$ cat config.mk
export PLATFORM = sky130hd
export DESIGN_NAME = uart_bus_peripheral
export DESIGN_NICKNAME = d
export VERILOG_FILES = /design/src/rtl/mem_pkg.sv /design/src/rtl/uart_bit_timer.sv /design/src/rtl/uart_bus_peripheral.sv
export SDC_FILE = /design/constraint.sdc
export NUM_CORES = 1
export LEC_CHECK = 0
export CAP_MARGIN = 20
export CORE_AREA = 2 2 92 94
export DETAILED_ROUTE_END_ITERATION = 12
export DIE_AREA = 0 0 94 96
export PLACE_DENSITY_LB_ADDON = 0.05
export SLEW_MARGIN = 20
export SYNTH_ARGS = -nofsm -noshare
export SYNTH_HDL_FRONTEND = slang
export SYNTH_SLANG_ARGS = --single-unit
$ cat constraint.sdc
create_clock -name clk -period 3.1 [get_ports clk]
set_input_delay 0.93 -clock clk [delete_from_list [all_inputs] [get_ports clk]]
set_output_delay 0.93 -clock clk [all_outputs]
set_load 0.005 [all_outputs]
$ cat src/rtl/mem_pkg.sv
// Memory-map constants and UART state encodings shared by the bus peripherals.
// The UART_PARITY_EN build option (see uart_bus_peripheral) adds the PARITY states to the frames.
package mem_pkg;

    localparam logic [31:0] UART_TX_ADDR = 32'h8000_0000;
    localparam logic [31:0] UART_RX_ADDR = 32'h8000_0004;
    localparam logic [31:0] UART_TX_DONE = 32'h8000_0008;
    localparam logic [31:0] UART_RX_DONE = 32'h8000_000C;

    typedef enum logic [2:0] {
        TX_IDLE,
        TX_START,
        TX_DATA,
        TX_PARITY,
        TX_STOP
    } UART_TX_STATE_t;

    typedef enum logic [2:0] {
        RX_IDLE,
        RX_START,
        RX_DATA,
        RX_PARITY,
        RX_STOP
    } UART_RX_STATE_t;

endpackage

$ cat src/rtl/uart_bit_timer.sv
// Bit-period timer: load arms a full or half bit count, tick pulses at the end
// of each period and the counter reloads a full bit automatically while run is high.
module uart_bit_timer #(
    parameter int CLKS_PER_BIT = 434
) (
    input  logic clk,
    input  logic rst,
    input  logic run,
    input  logic load,
    input  logic half,
    output logic tick
);

    localparam int CW = $clog2(CLKS_PER_BIT);
    localparam logic [CW-1:0] FULL = CW'(CLKS_PER_BIT - 1);
    localparam logic [CW-1:0] HALF = CW'(CLKS_PER_BIT / 2 - 1);

    logic [CW-1:0] cnt;

    assign tick = run && !load && (cnt == '0);

    always_ff @(posedge clk) begin
        if (rst || (!run && !load))
            cnt <= '0;
        else if (load)
            cnt <= half ? HALF : FULL;
        else if (cnt == '0)
            cnt <= FULL;
        else
            cnt <= cnt - 1'b1;
    end

endmodule

$ cat src/rtl/uart_bus_peripheral.sv
// Memory-mapped full-duplex UART (8N1) with combinational read data.
// Define UART_PARITY_EN to add an even parity bit on TX and a parity check on RX.
module uart_bus_peripheral
    import mem_pkg::*;
#(
    parameter int CLK_FREQ = 50_000_000,
    parameter int BAUD     = 115200
) (
    input  logic        clk,
    input  logic        rst,
    input  logic [31:0] bus_addr,
    input  logic [31:0] bus_wrdata,
    input  logic        bus_wren,
    output logic [31:0] bus_rddata,
    input  logic        uart_rx,
    output logic        uart_tx
);

    localparam int CLKS_PER_BIT = CLK_FREQ / BAUD;

`ifdef UART_PARITY_EN
    localparam UART_TX_STATE_t TX_AFTER_DATA = TX_PARITY;
    localparam UART_RX_STATE_t RX_AFTER_DATA = RX_PARITY;
`else
    localparam UART_TX_STATE_t TX_AFTER_DATA = TX_STOP;
    localparam UART_RX_STATE_t RX_AFTER_DATA = RX_STOP;
`endif

    UART_TX_STATE_t tx_state, tx_next;
    UART_RX_STATE_t rx_state, rx_next;

    logic       tx_line, tx_done, tx_load, tx_tick;
    logic [7:0] tx_byte, tx_shift;
    logic [2:0] tx_idx;
    logic       rx_s1, rx_s2, rx_s3, rx_fall;
    logic       rx_load, rx_half, rx_tick;
    logic       rx_done, parity_err;
    logic [7:0] rx_data, rx_shift;
    logic [2:0] rx_idx;
    logic       tx_wr, rx_clr;
    logic       unused_wrdata;

    assign unused_wrdata = ^bus_wrdata[31:8];
    assign tx_wr   = bus_wren && (bus_addr == UART_TX_ADDR) && tx_done;
    assign rx_clr  = bus_wren && (bus_addr == UART_RX_DONE);
    assign rx_fall = rx_s3 && !rx_s2;
    assign uart_tx = tx_line;

    uart_bit_timer #(.CLKS_PER_BIT(CLKS_PER_BIT)) u_tx_timer (
        .clk  (clk),
        .rst  (rst),
        .run  (tx_state != TX_IDLE),
        .load (tx_load),
        .half (1'b0),
        .tick (tx_tick)
    );

    uart_bit_timer #(.CLKS_PER_BIT(CLKS_PER_BIT)) u_rx_timer (
        .clk  (clk),
        .rst  (rst),
        .run  (rx_state != RX_IDLE),
        .load (rx_load),
        .half (rx_half),
        .tick (rx_tick)
    );

    always_comb begin
        tx_next = tx_state;
        tx_load = 1'b0;
        unique case (tx_state)
            TX_IDLE: if (tx_wr) begin
                tx_next = TX_START;
                tx_load = 1'b1;
            end
            TX_START:  if (tx_tick) tx_next = TX_DATA;
            TX_DATA:   if (tx_tick && tx_idx == 3'd7) tx_next = TX_AFTER_DATA;
            TX_PARITY: if (tx_tick) tx_next = TX_STOP;
            TX_STOP:   if (tx_tick) tx_next = TX_IDLE;
            default:   tx_next = TX_IDLE;
        endcase
    end

    always_ff @(posedge clk) begin
        if (rst) begin
            tx_state <= TX_IDLE;
            tx_line  <= 1'b1;
            tx_done  <= 1'b1;
            tx_byte  <= '0;
            tx_shift <= '0;
            tx_idx   <= '0;
        end else begin
            tx_state <= tx_next;
            if (tx_wr) begin
                tx_byte  <= bus_wrdata[7:0];
                tx_shift <= bus_wrdata[7:0];
                tx_done  <= 1'b0;
                tx_line  <= 1'b0;
                tx_idx   <= '0;
            end else if (tx_tick) begin
                unique case (tx_state)
                    TX_START: tx_line <= tx_shift[0];
                    TX_DATA: begin
                        tx_shift <= tx_shift >> 1;
                        tx_idx   <= tx_idx + 3'd1;
`ifdef UART_PARITY_EN
                        tx_line  <= (tx_idx == 3'd7) ? ^tx_byte : tx_shift[1];
`else
                        tx_line  <= (tx_idx == 3'd7) ? 1'b1 : tx_shift[1];
`endif
                    end
                    TX_PARITY: tx_line <= 1'b1;
                    TX_STOP:   tx_done <= 1'b1;
                    default: ;
                endcase
            end
        end
    end

    // Start detection resamples at half a bit so DATA/STOP samples land mid-bit.
    always_comb begin
        rx_next = rx_state;
        rx_load = 1'b0;
        rx_half = 1'b0;
        unique case (rx_state)
            RX_IDLE: if (rx_fall) begin
                rx_next = RX_START;
                rx_load = 1'b1;
                rx_half = 1'b1;
            end
            RX_START:  if (rx_tick) rx_next = rx_s2 ? RX_IDLE : RX_DATA;
            RX_DATA:   if (rx_tick && rx_idx == 3'd7) rx_next = RX_AFTER_DATA;
            RX_PARITY: if (rx_tick) rx_next = RX_STOP;
            RX_STOP:   if (rx_tick) rx_next = RX_IDLE;
            default:   rx_next = RX_IDLE;
        endcase
    end

`ifdef UART_PARITY_EN
    logic rx_par;
`else
    assign parity_err = 1'b0;
`endif

    always_ff @(posedge clk) begin
        if (rst) begin
            rx_state <= RX_IDLE;
            rx_s1    <= 1'b1;
            rx_s2    <= 1'b1;
            rx_s3    <= 1'b1;
            rx_done  <= 1'b0;
            rx_data  <= '0;
            rx_shift <= '0;
            rx_idx   <= '0;
`ifdef UART_PARITY_EN
            rx_par     <= 1'b0;
            parity_err <= 1'b0;
`endif
        end else begin
            rx_state <= rx_next;
            rx_s1    <= uart_rx;
            rx_s2    <= rx_s1;
            rx_s3    <= rx_s2;
            if (rx_clr) begin
                rx_done <= 1'b0;
`ifdef UART_PARITY_EN
                parity_err <= 1'b0;
`endif
            end
            // Completion is applied after the clear so it wins on the same edge.
            if (rx_tick) begin
                unique case (rx_state)
                    RX_DATA: begin
                        rx_shift <= {rx_s2, rx_shift[7:1]};
                        rx_idx   <= rx_idx + 3'd1;
                    end
`ifdef UART_PARITY_EN
                    RX_PARITY: rx_par <= rx_s2;
`endif
                    RX_STOP: if (rx_s2) begin
                        rx_data <= rx_shift;
                        rx_done <= 1'b1;
`ifdef UART_PARITY_EN
                        parity_err <= rx_par ^ (^rx_shift);
`endif
                    end
                    default: ;
                endcase
            end
        end
    end

    always_comb begin
        bus_rddata = '0;
        unique case (1'b1)
            bus_addr == UART_TX_ADDR: bus_rddata = {24'b0, tx_byte};
            bus_addr == UART_RX_ADDR: bus_rddata = {24'b0, rx_data};
            bus_addr == UART_TX_DONE: bus_rddata = {31'b0, tx_done};
            bus_addr == UART_RX_DONE: bus_rddata = {30'b0, parity_err, rx_done};
            default: ;
        endcase
    end

endmodule

Word level (Yosys, flattened, before mapping)
Cells that the tools add are included.

word-level totals
  register bits after elaboration = 68
  logic and storage cells = 124
  output and inout port bits = 33

cells by class
  multiplexer cells = 36
  add/sub/neg operators = 4
  equal/unequal tests = 24
  reductions and logical operators = 41

operators with widths
  operator              number
  $eq 32x32->1 const B  4
  $mux 8                4
  $pmux 8 s4            1
  $mux 3                10
  $pmux 3 s5            2
  $mux 9                3
  $ne 2x2->1 const B    10
  $logic_not 9->1       2
  $sub 9x1->9 const B   2
  $mux 1                14
  $eq 3x2->1 const B    4
  $eq 3x3->1 const B    4
  $logic_and 1x1->1     12
  $reduce_and 2->1      5
  $reduce_and 5->1      2
  $add 3x1->3 const B   2
  $eq 3x1->1 const B    2
  $logic_not 3->1       2
  $reduce_bool 2->1     3
  $reduce_bool 3->1     2
  $reduce_or 3->1       2
  $logic_not 1->1       5
  $reduce_bool 4->1     1
  $reduce_or 2->1       2
  4 further kinds       5

Logic depth before layout (Yosys ltp)
Gate-level depths: netlist (run 1).

  depth in word-level cells = 11
  mapped depth = 8

By module
A second synthesis (run 1) with hierarchy kept.

second synthesis, totals
  cells, all modules = 363
  area total of the unflattened synthesis = 3392.0 um^2

modules (own cells, without submodules)
  module               seq. area each (um^2)  cells an instance  area an instance (um^2)  times used
  uart_bus_peripheral  1001.0                 263                2491.1                   1
  uart_bit_timer       180.2                  50                 450.4                    2

Least setup slack after synthesis (run 1)
OpenSTA, ideal clock, no wires.

  kind = input-to-output
  start = input bus_addr[25]
  end = output bus_rddata[1]
  arrival time = 2212 ps
  stages = 6
  slack = -42 ps
  path through = nor4b_1 > nand4_1 > clkbuf_1 > or3_1 > clkbuf_1 > nor2_1

on the way
  cells in the longest elaborated chain, start to end = 2
  elaborated cells between the ends (all ways) = 5
  classes of those cells = eq/ne: 4; mux: 1

ends and longest elaborated chain
  element                          RTL line                    text
  start, declared                  uart_bus_peripheral.sv:11   input logic [31:0] bus_addr,
  $eq 32x32->1 (on tied branches)  n/a
  $pmux 8 s4 *                     uart_bus_peripheral.sv:194  unique case (1'b1)
  end, declared                    uart_bus_peripheral.sv:14   output logic [31:0] bus_rddata,

Every way passes the cells marked *; elsewhere a longest branch is shown, timed or not.

Final worst setup path (run 1)
  start = input bus_addr[17]
  end = output bus_rddata[3]

Same word-level chain as after synthesis.

==> results of run 1 <==
## sequential cells by signal (all words and copies together), names as in the netlist
name and count:
rx_data 8, uart_tx 1, u_tx_timer.cnt 9, rx_done 1, rx_s2 1, rx_s3 1
rx_s1 1, rx_idx 3, tx_state 3, tx_done 1, u_rx_timer.cnt 9, rx_shift 8
tx_byte 8, tx_idx 3, tx_shift 8, rx_state 3
## worst paths after layout
| check | startpoint | endpoint | slack, ps | cells past startpoint |
|---|---|---|---|---|
| min reg2reg | rx_s1 | rx_s2 | 420 | 1 |
| max | bus_addr[17] | bus_rddata[3] | -110 | 7 |
| max reg2reg | u_rx_timer.cnt[0] | rx_state[1] | 560 | 6 |
| min | rx_s1 | rx_s2 | 420 | 1 |
## layer usage
metal	GRT usage [%]	share of wire (%)
met5	0	0
met2	28.45	46
met3	3.289	4.9
met1	23.77	48
met4	9.179	1.6
## power breakdown
group | switching, W | leakage, nW | internal (W)
clock network | 0.000341 | 0.117 | 0.000536
logic | 0.0000890 | 1.25 | 0.0000816
registers | 0.00000584 | 0.549 | 0.000879
total | 0.000436 | 1.91 | 0.00150
## final cells by class
cell class	instances	area, µm²	area share [%]
clock buffer	10	127.6	2.829
clock inverter	6	111.4	2.469
inverter	7	26.28	0.5825
multi-input combinational	272	1967	43.61
sequential	68	1361	30.18
tap	105	131.4	2.913
timing repair buffer	96	785.8	17.42
## cell families after synthesis
family / after synthesis / share of synthesized area (%)
buffers and inverters: 49 / 8.447
AO/OA/AOI/OAI: 59 / 11.55
AND/OR/NAND/NOR: 129 / 20.23
other: 1 / 0.1135
flip-flops: 68 / 41.21
adder cells (fa/ha/maj): 7 / 2.651
XOR/XNOR: 8 / 2.121
multiplexers: 45 / 13.67
## worst max-delay path, stage by stage
cell and delay (ps):
buf_6 100, nor4_4 290, nand4_1 200, or3_4 430, buf_6 140, nor2_2 80, buf_2 110
## cell usage after synthesis (8+ instances only)
cell | n | area, µm²
dfxtp_1 | 68 | 1361
mux2i_1 | 44 | 440.4
nor2_1 | 39 | 146.4
buf_4 | 24 | 180.2
nand2_1 | 24 | 90.09
a21oi_1 | 18 | 90.09
clkbuf_1 | 12 | 45.04
nor3_1 | 12 | 60.06
nor4_1 | 10 | 62.56
o21ai_0 | 9 | 45.04
o41ai_1 | 8 | 70.07
## per-stage QoR
| step | cells | hold slack [ps] | setup slack [ps] |
|---|---|---|---|
| after floorplan | 389 | 389.5 | -2.325 |
| after detailed placement | 520 | 400.5 | -885.0 |
| after global placement | 520 | 406.5 | -899.2 |
| after CTS | 570 | 421.9 | -61.37 |
| after global routing | 564 | 461.7 | -170.5 |
| final | 564 | 417.1 | -106.3 |
## timing repair
action / CTS / global route
pin swaps: 19 / 13
buffers inserted: 36 / 4
gates resized for setup: 155 / 32
gates cloned: 0 / 1
setup endpoints to repair: 8 / 31
==> impl_metrics.yaml, run 1 <==
run_status:
  status: "finished, violations left"
  violations: "negative setup slack"
layout:
  syn_to_final_growth_pct: 36.55
  postLayoutCoreUtil_pct: 56.02
  final_common_cell: "dfxtp_1"
  final_cell_area_um2: 4511
  final_cell_mix: "dfxtp_1, mux2i_1, buf_4, nor2_1"
  fillers: 772
  antenna-diode-count: 0
  drive_gt1_share_pct: 27.02
  fin_nets: 529
power_and_ir_drop:
  p_per_area_nw_per_um2: 428.5
  vdd_drop_max_mv: 0.2300
  power.leakage_nw: 1.913
  power.total_w: 0.001933
timing:
  finClkSkew_ps: 8.986
  fmax_ghz: 0.3119
  setup_ws_ps: -106.3
  worstMarginPinSlew_ps: 640.9
  fin_crit_sh_pct: 103.4
  rsz0062_at_grt: "true"
  tns_ps: -550.8
  fin_crit_ps: 3206
  report.final.slew_viol_count: 0
  hold_viol_final: 0
  setup_violations: 6
  slew_headroom_pct: 56.88
clock_tree:
  path_clk_slew_ps: 70
  hold_buffers: 0
  cts_buffer_depth: 2
  cts_sinks: 68
  h-tree-depth: 3
  clock_latency_ps: 340
  ctsRootBufferMaster: "clkbuf_8"
  cts_tree: "yes"
  cts_buffers: 9
floorplan:
  std_cell_rows: 33
  initial_core_util_pct: 41.03
  core_area_um2: 8051
  die_w_um: 94
  die_y_um: 96
  pin_count: 101
  die_area_um2: 9024
critical_path:
  crit_path_end_kind: "output pin"
  start_kind: "input port"
  arrival_ps: 2280
  path_class: "input port to output pin"
  worstPathMaxFanout: 5
  critPathRequiredTime_ps: 2170
route:
  first_pass_iters: 4
  drc: 0
  vias: 2859
  wirelength_mm: 7.659
  drt_iter0_drc: 68
  wl_per_cell_um: 13.58
  via_per_inst: 5.069
  ant_nets: 0
logic_synthesis:
  ys_warn_count: 0
  synth.cell_area_um2: 3303
  synth.distinct_cells: 48
  yosys_register_bits: 68
  ys.flop_type: "dfxtp_1"
  synth-edff-count: 0
  seq_area_frac_synth_pct: 41.21
  avgSynthCellArea_um2: 9.025
  syn_inst: 366
  async_flop_share_pct: 0
global_routing:
  overflow: 0
  grt_pass1_vias: 2719
  grt_pass1_wl_mm: 12.77
  grt_usage_pct: 18.07
  grt_start_max_net_pins: 38
  antenna_found_initial: 0
place:
  hpwl_mm: 5.094
  post_dp_cell_area_um2: 3921
  place_congestion: 0.7506
  port_buffers: 52
worst_hold_path:
  hp-class: "flip-flop to flip-flop"
run:
  maxCapViolCount: 0
Note: power is estimated with default switching activity, not from simulation.
==> inputs of run 2 (changes only) <==
Settings changed: CELL_PAD_IN_SITES_DETAIL_PLACEMENT set to 2, CELL_PAD_IN_SITES_GLOBAL_PLACEMENT set to 2, CORE_AREA 2 2 92 94 to 2 2 118 120, DIE_AREA 0 0 94 96 to 0 0 120 122.
==> run 2 against run 1 <==
The flow still finishes with violations (negative setup slack). Wire length increased by 36%. First-iteration DRC count increased by 49%. Clock skew decreased by 1.3 ps. Critical endpoint is now bus_rddata[2]. Sequential cell count unchanged. Combinational power about the same. Non-clock buffer count decreased by 2. Global-route usage decreased by 2.7 points. Critical path depth unchanged. Fmax decreased by 0.91%. Clock power increased by 7.3%.
==> impl_metrics.yaml, run 2 (same netlist as run 1, synthesis figures left out) <==
layout:
  final_cells: 637
  fin_nets: 527
  syn_to_final_growth_pct: 38.37
  final_cell_mix: "dfxtp_1, mux2i_1, buf_4, nor2_1"
  drive_gt1_share_pct: 24.73
  reg_top3: "u_rx_timer.cnt x9, u_tx_timer.cnt x9"
  final_cell_area_um2: 4571
  antenna-diode-count: 0
  final_common_cell: "dfxtp_1"
global_routing:
  grt_usage_pct: 15.32
  grt_pass1_wl_mm: 17.28
  grt_start_max_net_pins: 38
  overflow: 0
  antenna_found_initial: 0
  grt_pass1_vias: 3237
place:
  dpl.cell_count: 597
  post_dp_cell_area_um2: 4030
  port_buffers: 52
  hpwl_mm: 7.094
  place_congestion: 0.7312
critical_path:
  cp_cell_sequence: "buf_6, nor4_2, nand4_1, or3_4, buf_6, nor2_4, buf_2"
  start_kind: "input port"
  cpMaxStageDelayCell: "or3_4"
  path_class: "input port to output pin"
  r2r_start: "u_rx_timer.cnt[0]"
  arrival_ps: 2310
  worstPathMaxFanout: 3
  critPathLaunch: "bus_addr[23]"
  cpMostUsedCell: "buf_6"
  crit_path_max_incr_delay_ps: 460
  critPathRequiredTime_ps: 2170
  crit_path_end_kind: "output pin"
floorplan:
  initial_core_util_pct: 24.46
  core_area_um2: 13500
  die_w_um: 120
  pin_count: 101
  std_cell_rows: 43
  die_y_um: 122
  die_area_um2: 14640
run:
  maxCapViolCount: 0
clock_tree:
  clock_latency_ps: 340
  cts_tree: "yes"
  hold_buffers: 0
  cts_buffers: 9
  ctsRootBufferMaster: "clkbuf_16"
  cts_buffer_depth: 2
  path_clk_slew_ps: 60
  h-tree-depth: 3
  cts_sinks: 68
timing:
  hold_viol_final: 0
  report.final.slew_viol_count: 0
  fin_crit_ps: 3236
  setup_violations: 7
  fmax_ghz: 0.3091
  hold_slack_ps: 416.3
  rsz0062_at_grt: "true"
  slew_headroom_pct: 57.85
  fin_crit_sh_pct: 104.4
  worstMarginPinSlew_ps: 625.6
  setup_ws_ps: -135.7
  finClkSkew_ps: 7.677
route:
  first_pass_iters: 4
  vias: 2979
  drt_iter0_drc: 101
  wl_per_cell_um: 16.33
  drc: 0
  via_per_inst: 4.677
  wirelength_mm: 10.40
  ant_nets: 0
power_and_ir_drop:
  p_per_area_nw_per_um2: 436.8
  power.leakage_nw: 1.871
  vdd_drop_max_mv: 0.2019
run_status:
  status: "finished, violations left"
  violations: "negative setup slack"
worst_hold_path:
  hp-class: "flip-flop to flip-flop"
  min-delay-start: "rx_s1"
run 2: per-layer routing:
metal	part of all wire (%)	vias up	GRT usage, %
li1	-	1434	-
met1	46	1461	19.15
met2	47	71	24.96
met3	5.2	13	4.775
met4	1.5	0	5.294
met5	0	-	0
run 2: final timing paths:
kind / to / slack [ps] / cells past startpoint
worst min register to register: rx_s2 / 420 / 1
worst min-delay path: rx_s2 / 420 / 1
worst max-delay path: bus_rddata[2] / -140 / 7
worst max register to register: rx_state[1] / 510 / 6
run 2: what timing repair did:
action                                  CTS  global route
buffers inserted                         28             4
endpoints found under the setup margin    8            31
resized for setup                       148            24
cloned                                    0             1
pin swaps                                17             9
run 2: through the flow:
| stage | setup slack, ps | util, % | setup TNS, ps | total power, W |
|---|---|---|---|---|
| finish | -135.7 | 33.85 | -771.3 | 0.001996 |
| global route | -221.4 | 33.85 | -1406 | 0.002099 |
| CTS | -130.6 | 33.71 | -833.0 | 0.002039 |
| detailed placement | -952.3 | 29.84 | -7438 | 0.001064 |
| global placement | -927.4 | 29.84 | -7096 | 0.001062 |
| floorplan | -2.325 | - | -16.27 | 0.0009978 |
run 2: critical path: cells and delay by family:
kind / cells / cell delay [ps]
buf+inv: 3 / 350
simple gates: 4 / 1010
run 2: power breakdown:
| group | internal (W) | leakage, nW | switching [W] |
|---|---|---|---|
| combinational | 0.0000758 | 1.20 | 0.0000925 |
| clock | 0.000539 | 0.124 | 0.000401 |
| sequential | 0.000881 | 0.549 | 0.00000658 |
run 2: area by class of cell:
| class | count | area (µm²) |
|---|---|---|
| Clock inverter | 6 | 41.29 |
| Timing Repair Buffer | 94 | 763.2 |
| Clock buffer | 10 | 229.0 |
| Multi-Input combinational cell | 272 | 1924 |
| Inverter | 7 | 26.28 |
| Sequential cell | 68 | 1361 |
| Fill cell | 1532 | 8934 |
| Tap cell | 180 | 225.2 |
